<file path="src/rtl/uart_tx_arb_pkg.sv">
// Shared types and helpers for the UART transmit arbiter.
// Holds the FSM state encoding, the tag prefix and a clog2 helper for index widths.
package uart_arb_pkg;

  typedef enum logic [2:0] {
    IDLE,
    TAG,
    ISSUE,
    WAIT_ACK,
    WAIT_DONE
  } state_t;

  localparam logic [7:0] TAG_BASE = 8'hA0;

  function automatic int clog2(input int value);
    int result;
    result = 0;
    while ((1 << result) < value) begin
      result++;
    end
    return result;
  endfunction

endpackage

</file>
<file path="src/rtl/uart_tx_arb_if.sv">
// Producer and transmitter handshake bundle for uart_tx_arb.
// The arbiter uses the slave modport; producers plus the serial block sit on the master side.
interface uart_tx_arb_if #(
  parameter int N = 2
);

  logic [N-1:0]   req_valid;
  logic [8*N-1:0] req_data;
  logic [N-1:0]   req_ready;
  logic [7:0]     tx_byte;
  logic           tx_send;
  logic           tx_busy;

  modport master (
    output req_valid,
    output req_data,
    output tx_busy,
    input  req_ready,
    input  tx_byte,
    input  tx_send
  );

  modport slave (
    input  req_valid,
    input  req_data,
    input  tx_busy,
    output req_ready,
    output tx_byte,
    output tx_send
  );

endinterface

</file>
<file path="src/rtl/uart_tx_arb_rr_picker.sv">
// Combinational round-robin picker: first set request after 'last', wrapping modulo N.
// Kept generic so other shared resources can reuse it.
module rr_picker
  import uart_arb_pkg::*;
#(
  parameter int  N  = 2,
  localparam int IW = clog2(N)
) (
  input  logic [N-1:0]  req_valid,
  input  logic [IW-1:0] last,
  output logic          any,
  output logic [N-1:0]  onehot,
  output logic [IW-1:0] idx
);

  logic [IW-1:0] cand;

  always_comb begin
    any    = 1'b0;
    onehot = '0;
    idx    = '0;
    cand   = '0;
    for (int i = 1; i <= N; i++) begin
      cand = IW'((int'(last) + i) % N);
      if (!any && req_valid[cand]) begin
        any          = 1'b1;
        onehot[cand] = 1'b1;
        idx          = cand;
      end
    end
  end

endmodule

</file>
<file path="src/rtl/uart_tx_arb.sv">
// Round-robin arbiter sharing one UART transmitter: grant, latch byte, one send pulse, track busy.
// Define UART_ARB_TAG_EN to send a tag byte (8'hA0 | grant_id) ahead of every data byte.
module uart_tx_arb
  import uart_arb_pkg::*;
#(
  parameter int  N           = 2,
  parameter int  ACK_TIMEOUT = 64,
  localparam int IW          = clog2(N)
) (
  input  logic          clk,
  input  logic          reset,
  uart_tx_arb_if.slave  bus,
  output logic [IW-1:0] grant_id,
  output logic          active,
  output logic          err_timeout
);

  localparam int CW = clog2(ACK_TIMEOUT + 1);

  state_t        state_q, state_d;
  logic [IW-1:0] last_q, last_d;
  logic [IW-1:0] grant_id_q, grant_id_d;
  logic [7:0]    tx_byte_q, tx_byte_d;
  logic          tx_send_q, tx_send_d;
  logic [N-1:0]  req_ready_q, req_ready_d;
  logic          err_timeout_q, err_timeout_d;
  logic          active_q, active_d;
  logic [CW-1:0] cnt_q, cnt_d;
`ifdef UART_ARB_TAG_EN
  logic [7:0]    data_q, data_d;
  logic          phase_q, phase_d;
`endif

  logic          pick_any;
  logic [N-1:0]  pick_onehot;
  logic [IW-1:0] pick_idx;
  logic [7:0]    grant_byte;

  rr_picker #(.N(N)) u_picker (
    .req_valid (bus.req_valid),
    .last      (last_q),
    .any       (pick_any),
    .onehot    (pick_onehot),
    .idx       (pick_idx)
  );

  always_comb begin
    grant_byte = '0;
    for (int i = 0; i < N; i++) begin
      if (pick_onehot[i]) grant_byte = bus.req_data[8*i +: 8];
    end
  end

  // The retry path re-enters ISSUE with tx_byte untouched, so a timed-out byte is resent as-is.
  always_comb begin
    state_d       = state_q;
    last_d        = last_q;
    grant_id_d    = grant_id_q;
    tx_byte_d     = tx_byte_q;
    tx_send_d     = 1'b0;
    req_ready_d   = '0;
    err_timeout_d = 1'b0;
    cnt_d         = cnt_q;
`ifdef UART_ARB_TAG_EN
    data_d        = data_q;
    phase_d       = phase_q;
`endif
    unique case (state_q)
      IDLE: begin
        if (pick_any) begin
          req_ready_d = pick_onehot;
          grant_id_d  = pick_idx;
          last_d      = pick_idx;
`ifdef UART_ARB_TAG_EN
          data_d      = grant_byte;
          phase_d     = 1'b0;
          state_d     = TAG;
`else
          tx_byte_d   = grant_byte;
          state_d     = ISSUE;
`endif
        end
      end
`ifdef UART_ARB_TAG_EN
      TAG: begin
        tx_byte_d = TAG_BASE | 8'(grant_id_q);
        state_d   = ISSUE;
      end
`endif
      ISSUE: begin
        if (!bus.tx_busy) begin
          tx_send_d = 1'b1;
          cnt_d     = '0;
          state_d   = WAIT_ACK;
        end
      end
      WAIT_ACK: begin
        if (bus.tx_busy) begin
          state_d = WAIT_DONE;
        end else begin
          cnt_d = cnt_q + 1'b1;
          if (cnt_d == CW'(ACK_TIMEOUT)) begin
            err_timeout_d = 1'b1;
            state_d       = ISSUE;
          end
        end
      end
      WAIT_DONE: begin
        if (!bus.tx_busy) begin
`ifdef UART_ARB_TAG_EN
          if (!phase_q) begin
            tx_byte_d = data_q;
            phase_d   = 1'b1;
            state_d   = ISSUE;
          end else begin
            state_d = IDLE;
          end
`else
          state_d = IDLE;
`endif
        end
      end
      default: state_d = IDLE;
    endcase
    active_d = (state_d != IDLE);
  end

  always_ff @(posedge clk or posedge reset) begin
    if (reset) begin
      state_q       <= IDLE;
      last_q        <= IW'(N - 1);
      grant_id_q    <= '0;
      tx_byte_q     <= '0;
      tx_send_q     <= 1'b0;
      req_ready_q   <= '0;
      err_timeout_q <= 1'b0;
      active_q      <= 1'b0;
      cnt_q         <= '0;
`ifdef UART_ARB_TAG_EN
      data_q        <= '0;
      phase_q       <= 1'b0;
`endif
    end else begin
      state_q       <= state_d;
      last_q        <= last_d;
      grant_id_q    <= grant_id_d;
      tx_byte_q     <= tx_byte_d;
      tx_send_q     <= tx_send_d;
      req_ready_q   <= req_ready_d;
      err_timeout_q <= err_timeout_d;
      active_q      <= active_d;
      cnt_q         <= cnt_d;
`ifdef UART_ARB_TAG_EN
      data_q        <= data_d;
      phase_q       <= phase_d;
`endif
    end
  end

  assign bus.req_ready = req_ready_q;
  assign bus.tx_byte   = tx_byte_q;
  assign bus.tx_send   = tx_send_q;
  assign grant_id      = grant_id_q;
  assign active        = active_q;
  assign err_timeout   = err_timeout_q;

endmodule

</file>
<file path="src/flat_wrapper.sv">
// flat-port wrapper written by rule: the top's interface ports become plain ports
module uart_tx_arb_flat import uart_arb_pkg::*;
#(
  parameter int  N           = 2,
  parameter int  ACK_TIMEOUT = 64,
  localparam int IW          = clog2(N)
)
  (clk, reset, grant_id, active, err_timeout, bus_req_valid, bus_req_data, bus_tx_busy, bus_req_ready, bus_tx_byte, bus_tx_send);
  uart_tx_arb_if #(.N(N)) bus_i ();
  input  logic clk;
  input  logic reset;
  output logic [IW-1:0] grant_id;
  output logic active;
  output logic err_timeout;
  input wire logic [$bits(bus_i.req_valid)-1:0] bus_req_valid;
  input wire logic [$bits(bus_i.req_data)-1:0] bus_req_data;
  input wire logic [$bits(bus_i.tx_busy)-1:0] bus_tx_busy;
  output wire logic [$bits(bus_i.req_ready)-1:0] bus_req_ready;
  output wire logic [$bits(bus_i.tx_byte)-1:0] bus_tx_byte;
  output wire logic [$bits(bus_i.tx_send)-1:0] bus_tx_send;
  assign bus_i.req_valid = bus_req_valid;
  assign bus_i.req_data = bus_req_data;
  assign bus_i.tx_busy = bus_tx_busy;
  assign bus_req_ready = bus_i.req_ready;
  assign bus_tx_byte = bus_i.tx_byte;
  assign bus_tx_send = bus_i.tx_send;
  uart_tx_arb #(.N(N), .ACK_TIMEOUT(ACK_TIMEOUT)) u_core (.clk(clk), .reset(reset), .bus(bus_i), .grant_id(grant_id), .active(active), .err_timeout(err_timeout));
endmodule
</file>
<file path="config.mk">
export PLATFORM = sky130hd
export DESIGN_NAME = uart_tx_arb_flat
export DESIGN_NICKNAME = d
export VERILOG_FILES = /design/src/rtl/uart_tx_arb_pkg.sv /design/src/rtl/uart_tx_arb_if.sv /design/src/rtl/uart_tx_arb_rr_picker.sv /design/src/rtl/uart_tx_arb.sv /design/src/flat_wrapper.sv
export SDC_FILE = /design/constraint.sdc
export NUM_CORES = 1
export LEC_CHECK = 0
export ABC_CLOCK_PERIOD_IN_PS = 1600
export BUFFER_PORTS_ARGS = -buffer_cell sky130_fd_sc_hd__clkbuf_2
export CAP_MARGIN = 20
export CORE_ASPECT_RATIO = 1.2
export CORE_MARGIN = 4
export CORE_UTILIZATION = 49
export CTS_CLUSTER_SIZE = 30
export DETAILED_ROUTE_END_ITERATION = 10
export PLACE_DENSITY = 0.79
export SETUP_SLACK_MARGIN = 0.4
export SYNTH_ARGS = -nofsm -noshare
export SYNTH_HDL_FRONTEND = slang
export SYNTH_SLANG_ARGS = --single-unit
</file>
<file path="constraint.sdc">
create_clock -name clk -period 1.6 [get_ports clk]
set_input_delay 0.16 -clock clk [delete_from_list [all_inputs] [get_ports clk]]
set_output_delay 0.16 -clock clk [all_outputs]
set_load 0.1 [all_outputs]
</file>
Yosys cells after proc, flatten, opt, wreduce, memory -nomap -nowiden
Cells that the tools add are included.
W data, S select, Z words.
- bits in registers: 25
- word-level logic and storage cells: 64
- output and inout port bits: 14
- add/subtract/negate cells: 3
- muxes and demuxes: 32
- bitwise logic cells: 1
- equality and inequality tests: 6
- reductions and logical operators: 9
- magnitude comparators: 4
- operators by type and width (kind ; number):
    $mux W8 ; 2
    $mux W1 ; 15
    $mux W3 ; 5
    $mux W7 ; 2
    $pmux W7 S2 ; 1
    $pmux W3 S4 ; 1
    $mux W2 ; 4
    $add A7 B1 Y7 const B ; 1
    $eq A7 B7 Y1 const B ; 1
    $eq A3 B2 Y1 const B ; 2
    $lt A1 B2 Y1 const B ; 2
    $ne A2 B2 Y1 const B ; 2
    $eq A3 B3 Y1 const B ; 1
    $logic_and A1 B1 Y1 ; 3
    $logic_not A3 Y1 ; 1
    $reduce_and A3 Y1 ; 1
    $reduce_bool A3 Y1 ; 1
    $add A1 B1 Y1 const B ; 2
    $demux W1 S1 ; 2
    $ge A1 B1 Y1 const B ; 2
    $or A2 B2 Y2 ; 1
    $reduce_and A2 Y1 ; 1
    $reduce_bool A2 Y1 ; 1
    $logic_not A1 Y1 ; 1

Logic depth before layout (Yosys ltp)
Gate-level depths: netlist of run 1.
- depth after elaboration: 10
- depth in mapped cells: 6

Modules after synthesis
A second synthesis of run 1 with hierarchy kept.
- cell total of the unflattened synthesis: 123
- area total of the unflattened synthesis: 1198.6 um^2
- by module, submodules not included (module ; area an instance (um^2) ; cells each ; instances):
    uart_tx_arb ; 1166.1 ; 118 ; 1
    rr_picker ; 32.5 ; 5 ; 1

Worst setup path after synthesis of run 1
No wires, ideal clock.
- path kind: reg2reg
- from: register u_core.state_q[0]
- to: register u_core.tx_byte_q[0], in the netlist u_core.bus.tx_byte[0]
- arrival: 1336 ps
- path slack: 136 ps
- path buffers: 2
- period minus slack after synthesis: 1464 ps
- stages on the path, launching flop included: 7
- cells stage by stage: dfrtp_1 -> buf_2 -> nor3_1 -> o21ai_0 -> clkbuf_1 -> a222oi_1 -> inv_1
- longest elaborated chain between the ends: 2
- RTL lines (item ; RTL line ; text):
    start, declared ; uart_tx_arb.sv:20 ; state_t state_q, state_d;
    start signal, assigned ; uart_tx_arb.sv:144 ; state_q <= state_d;
    $logic_not A3 Y1 ; uart_tx_arb.sv:68 ; unique case (state_q)
    $reduce_and A2 Y1 (no source line) ; n/a ;
    end signal, assigned ; uart_tx_arb.sv:147 ; tx_byte_q <= tx_byte_d;
    end, declared ; uart_tx_arb.sv:23 ; logic [7:0] tx_byte_q, tx_byte_d;
Every way passes these cells.
A chain may end at the register's enable or synchronous reset.

Worst setup path in the final report of run 1
- from: register u_core.state_q[1]
- to: register u_core.tx_byte_q[0], in the netlist u_core.bus.tx_byte[0]
The elaborated chain is that of the path after synthesis.

==> results of run 1 <==
cell type report:
cell class	instances	area (um^2)	area share
clock buffers	4	26.3	0.0150
inverters	10	41.3	0.0236
multi-input cells	70	561	0.320
flip-flops and latches	25	628	0.358
well taps	30	37.5	0.0214
repair buffers	60	459	0.262
cell usage after synthesis, types with 2 or more instances:
master and number:
and3_1 3, clkbuf_1 3, buf_2 3, nand2_1 16, a222oi_1 8, inv_1 10, nor3_1 2, o21ai_0 9
a31oi_1 2, dfrtp_1 24, a21o_1 2, nor2_1 5, a21oi_1 2, nand3_1 3
worst paths after layout:
check | to | slack [ps] | depth (start not counted)
max | u_core.bus.tx_byte[0]$_DFFE_PP0P_ | 60 | 6
min reg2reg | u_core.grant_id$_DFFE_PP0P_ | 510 | 1
max in group asynchronous | u_core.bus.tx_byte[4]$_DFFE_PP0P_ | 690 | 4
min | u_core.bus.tx_byte[4]$_DFFE_PP0P_ | 70 | 3
max reg2reg | u_core.bus.tx_byte[0]$_DFFE_PP0P_ | 60 | 6
min in group asynchronous | u_core.bus.tx_byte[3]$_DFFE_PP0P_ | 350 | 3
layer usage:
layer	vias up	GRT usage
li1	508	-
met1	589	0.249
met4	0	0.162
met2	66	0.407
met5	-	0
met3	10	0.0399
state kept, by name (all words and copies together) (netlist names):
name and flops:
u_core.err_timeout 1, u_core.cnt_q 7, u_core.bus.tx_byte 8, u_core.state_q 3, u_core.active 1, u_core.bus.tx_send 1, u_core.bus.req_ready 2, u_core.last_q 1
u_core.grant_id 1
critical path: stages (launching register included):
cell and delay (ps):
dfrtp_1 440, buf_6 140, nor3_4 220, buf_6 140, o21ai_4 70, a222oi_1 310
inv_1 100
metrics by stage:
stage,power [mW],cells,area [um^2],hold WS (ps)
2_1_floorplan,2.48,108,1140,187
3_3_place_gp,2.71,169,1320,148
3_5_place_dp,2.74,169,1320,149
4_1_cts,3.42,189,1580,72.3
5_1_grt,4.02,199,1750,83.6
6_report,3.88,199,1750,65.3
cell families (layout without fill, tap and decap cells):
group,count (synthesis),in the layout,share of synthesized area
compound gates,27,28,0.177
mux,1,1,0.00913
fa+ha+maj,1,1,0.0114
simple gates,36,38,0.156
xor+xnor,2,2,0.0160
flops,25,25,0.572
buf+inv,16,74,0.0582
power by group through the flow:
stage	Clock [mW]	Sequential (mW)	Combinational, mW
4_1_cts	0.276	0.949	2.20
3_5_place_dp	0	0.991	1.75
2_1_floorplan	0	2.00	0.484
3_3_place_gp	0	0.977	1.73
5_1_grt	0.316	1.00	2.70
6_report	0.299	0.984	2.59
repair_timing:
action                                  4_1_cts  5_1_grt
pin swaps                                     7       11
hold buffers                                  1        0
endpoints found under the hold margin        10        0
gates cloned                                  3        0
gates resized for setup                      35       36
setup buffers                                12       10
endpoints found under the setup margin       34       32
==> results.toml, run 1 <==
[place]
port_buffers = 34
place_congestion = 0.847
pre_cts_ws_ps = 75.0
dp_hpwl_um = 1710

[clock_tree]
clockBufferDepth = 2
cts_tree = "yes"
clock-root-buffer = "clkbuf_4"
cts_buffers = 3
htree_levels = 1
cts_sinks = 25
clk_pin_slew_ps = 140
clkLatencyLatePin_ps = 330

[finish]
most-common-layout-cells = "dfrtp_1, clkbuf_2, buf_4"
num-fill-cells = 112
n_antenna_cell = 0
syn2layout_area_growth_pct = 59.9
nets = 192
drive_above_1_share = 0.533
final_common_cell = "dfrtp_1"
postLayoutCoreUtil = 0.837

[sta]
hold_violations = 0
slew_violations = 0
fin_setup_tns_ps = 0
relSlewSlack = 0.701
timing.fmax_ghz = 0.648
finClkSkew_ps = 9.06
fin_crit_ps = 1540
rsz0062_at_grt = "true"
setup_viol = 0
fin_crit_sh = 0.965
fin_ws_ps = 56.3
tightest_slew_ps = 448

[floorplanning]
core_um2 = 2090
die_height_um = 59.8
io-pin-count = 35
rows = 18
die_area_um2 = 3060
initial_utilization = 0.523
die_x_um = 51.2

[synth]
synth_edf_count = 0
synth_warnings = 0
ys.flop_type = "dfrtp_1"
synth.top_cell.area_share = 0.548
synthTopCellsByArea = "dfrtp_1, a222oi_1, nand2_1"
yosysTopAreaCell = "dfrtp_1"
synth_cell_types = 30
netlist_area_um2 = 1100
ys_ff_latch = 25
syn_area_per_cell_um2 = 10.1
synth_nets = 130
syn_inst = 108
async_flop_share = 1.00
seq_area_frac_synth = 0.572

[worst_hold_path]
hold_class = "in -> reg"
min_from = "bus_req_data[4]"

[route]
dr_total_vias = 1173
met3RoutedLength_um = 235
wl_per_cell_um = 19.4
met1_length_um = 1370
drt-initial-drc-count = 153
routed_wl_um = 3870
top_layer = "met4"
detail-route-antenna-nets = 0
wl_met2_um = 2160
viasPerCell = 5.89
first_pass_iters = 5
drc = 0

[critical_path]
cp-end-kind = "register"
arrival_ps = 1760
cp.required_ps = 1820
crit_type = "reg -> reg"
timing.rr.start = "u_core.state_q[1]$_DFF_PP0_"
startpoint_type = "register"
startpoint = "u_core.state_q[1]$_DFF_PP0_"
critPathMaxFanout = 5

[power]
ir_worst_vdd_uv = 1330
clockPowerShare = 0.077
pwr_density_cell_nw_per_um2 = 2210
pwr-share-seq = 0.254
combinationalPowerShare = 0.669
p_int_mw = 1.81
p_switching_mw = 2.06
swShare = 0.532
p_leak_nw = 0.873

[global_route]
grt_max_degree = 15
grt_pass1_vias = 1083
track_usage = 0.231
overflow = 0
grt_first_pass_wirelength_um = 5060
antenna_found_initial = 0

[outcome]
run_status = "finished, final reports clean"

[flow_run]
drv_cap = 0
(Power assumes the default switching activity.)
==> run 2, diff against run 1 <==
--- a/config.mk
+++ b/config.mk
@@ -11,8 +11,9 @@
 export CORE_ASPECT_RATIO = 1.2
 export CORE_MARGIN = 4
 export CORE_UTILIZATION = 49
-export CTS_CLUSTER_SIZE = 30
+export CTS_CLUSTER_SIZE = 24
 export DETAILED_ROUTE_END_ITERATION = 10
+export GPL_TIMING_DRIVEN = 0
 export PLACE_DENSITY = 0.79
 export SETUP_SLACK_MARGIN = 0.4
 export SYNTH_ARGS = -nofsm -noshare
==> results.toml, run 2 (synthesis results as in run 1) <==
[sta]
fin_crit_ps = 1490
setup_viol = 0
fin_ws_ps = 111
tightest_slew_ps = 939
timing.fmax_ghz = 0.672
slew_violations = 0
rsz0062_at_grt = "true"
relSlewSlack = 0.373
finClkSkew_ps = 5.69
fin_setup_tns_ps = 0
hold_violations = 0
fin_crit_sh = 0.930

[global_route]
top_usage_layer = "met2"
antenna_found_initial = 0
grt_max_degree = 26
grt_use_met1 = 0.242
grt_first_pass_wirelength_um = 4660
use_met3 = 0.0299
track_usage = 0.201
grt_pass1_vias = 1024
met2_usage = 0.365
overflow = 0

[clock_tree]
cts_buffers = 3
clockBufferDepth = 2
cts_hold_buf = 0
htree_levels = 1
clk_pin_slew_ps = 130
cts_sinks = 25
clkLatencyLatePin_ps = 310
cts_tree = "yes"
clock-root-buffer = "clkbuf_4"

[finish]
n_antenna_cell = 0
most-common-layout-cells = "dfrtp_1, clkbuf_2, buf_4"
final_common_cell = "dfrtp_1"
drive_above_1_share = 0.500
largest_reg_flops = 8
syn2layout_area_growth_pct = 50.8
postLayoutCoreUtil = 0.789
nets = 185

[floorplanning]
die_height_um = 59.8
initial_utilization = 0.523
rows = 18
die_x_um = 51.2
io-pin-count = 35
core_um2 = 2090
die_area_um2 = 3060

[route]
detail-route-antenna-nets = 0
first_pass_iters = 4
dr_total_vias = 1037
wl_per_cell_um = 15.8
routed_wl_um = 3030
drc = 0
viasPerCell = 5.40
drt-initial-drc-count = 96

[power]
swShare = 0.532
p_switching_mw = 1.88
p_leak_nw = 0.845
ir_worst_vdd_uv = 1380
pwr_density_cell_nw_per_um2 = 2140
clockPowerShare = 0.077
p_int_mw = 1.66
combinationalPowerShare = 0.650
pwr-share-seq = 0.272

[place]
dp_hpwl_um = 1790
place_congestion = 0.829
port_buffers = 34
pre_cts_ws_ps = 61.4

[critical_path]
crit_type = "reg -> reg"
cp.required_ps = 1790
timing.rr.start = "u_core.last_q$_DFFE_PP1P_"
critPathMaxFanout = 9
r2r_cells = 5
rr_endpoint = "u_core.bus.tx_byte[3]$_DFFE_PP0P_"
rrSetupSlack_ps = 110
arrival_ps = 1680
startpoint_type = "register"
cp-end-kind = "register"

[worst_hold_path]
hold_class = "in -> async"

[flow_run]
drv_cap = 0

[outcome]
run_status = "finished, final reports clean"
run 2: cell types whose count changed in the layout (fill, tap and decap cells not counted), sizes merged:
cell and delta:
clkinvlp -1, clkinv +1, buf -3, clkbuf -1, o21ai -1, inv +1, dlygate4sd3 -1, and3 -2
run 2: metal layers:
layer | part of all wire | vias to the layer above
li1 | - | 496
met1 | 0.37 | 494
met2 | 0.56 | 43
met3 | 0.058 | 4
met4 | 0.0082 | 0
met5 | 0 | -
run 2: layout make-up:
| cell class | instances | area, um^2 |
|---|---|---|
| clock inverter | 1 | 5.00 |
| timing repair buffer | 50 | 360 |
| tap | 30 | 37.5 |
| multi-input combinational | 67 | 494 |
| fill | 127 | 442 |
| buffer | 6 | 66.3 |
| sequential | 25 | 629 |
| inverter | 10 | 37.5 |
| clock buffer | 3 | 22.5 |
run 2: critical path, stage by stage, from the launching register on:
cell and delay, ps:
dfstp_2 400, nand2b_1 140, and3_1 210, buf_6 140, a222oi_1 400, inv_1 90
run 2: power groups by stage:
stage                     combinational, mW  sequential (mW)  clock, mW
after CTS                              2.14            0.951      0.285
after detailed placement               1.81            0.986          0
final                                  2.30            0.964      0.274
after global routing                   2.42            0.990      0.317
after global placement                 1.78            0.974          0
after floorplan                       0.484             2.00          0
run 2: worst max path at each step:
stage	startpoint	end	slack (ps)
final	u_core.last_q$_DFFE_PP1P_	u_core.bus.tx_byte[3]$_DFFE_PP0P_	110
after global routing	u_core.state_q[0]$_DFF_PP0_	u_core.bus.tx_byte[3]$_DFFE_PP0P_	20
after CTS	u_core.state_q[2]$_DFF_PP0_	u_core.bus.tx_byte[3]$_DFFE_PP0P_	130
after detailed placement	u_core.state_q[0]$_DFF_PP0_	u_core.bus.tx_byte[3]$_DFFE_PP0P_	60
after floorplan	u_core.state_q[2]$_DFF_PP0_	u_core.cnt_q[6]$_DFFE_PP0P_	210
after global placement	u_core.state_q[2]$_DFF_PP0_	u_core.cnt_q[6]$_DFFE_PP0P_	130
run 2: per-stage QoR:
stage	cell area [um^2]	hold slack, ps	instances	power, mW
2_1_floorplan	1140	187	108	2.48
3_3_place_gp	1350	372	172	2.75
3_5_place_dp	1350	389	172	2.79
4_1_cts	1580	33.3	188	3.38
5_1_grt	1650	56.3	192	3.73
6_report	1650	18.9	192	3.54
run 2: repair_timing:
| item | 4_1_cts | 5_1_grt |
|---|---|---|
| buffers inserted | 10 | 4 |
| gates cloned | 2 | 0 |
| setup endpoints to repair | 36 | 33 |
| gates resized for setup | 37 | 22 |
| pin swaps | 14 | 6 |
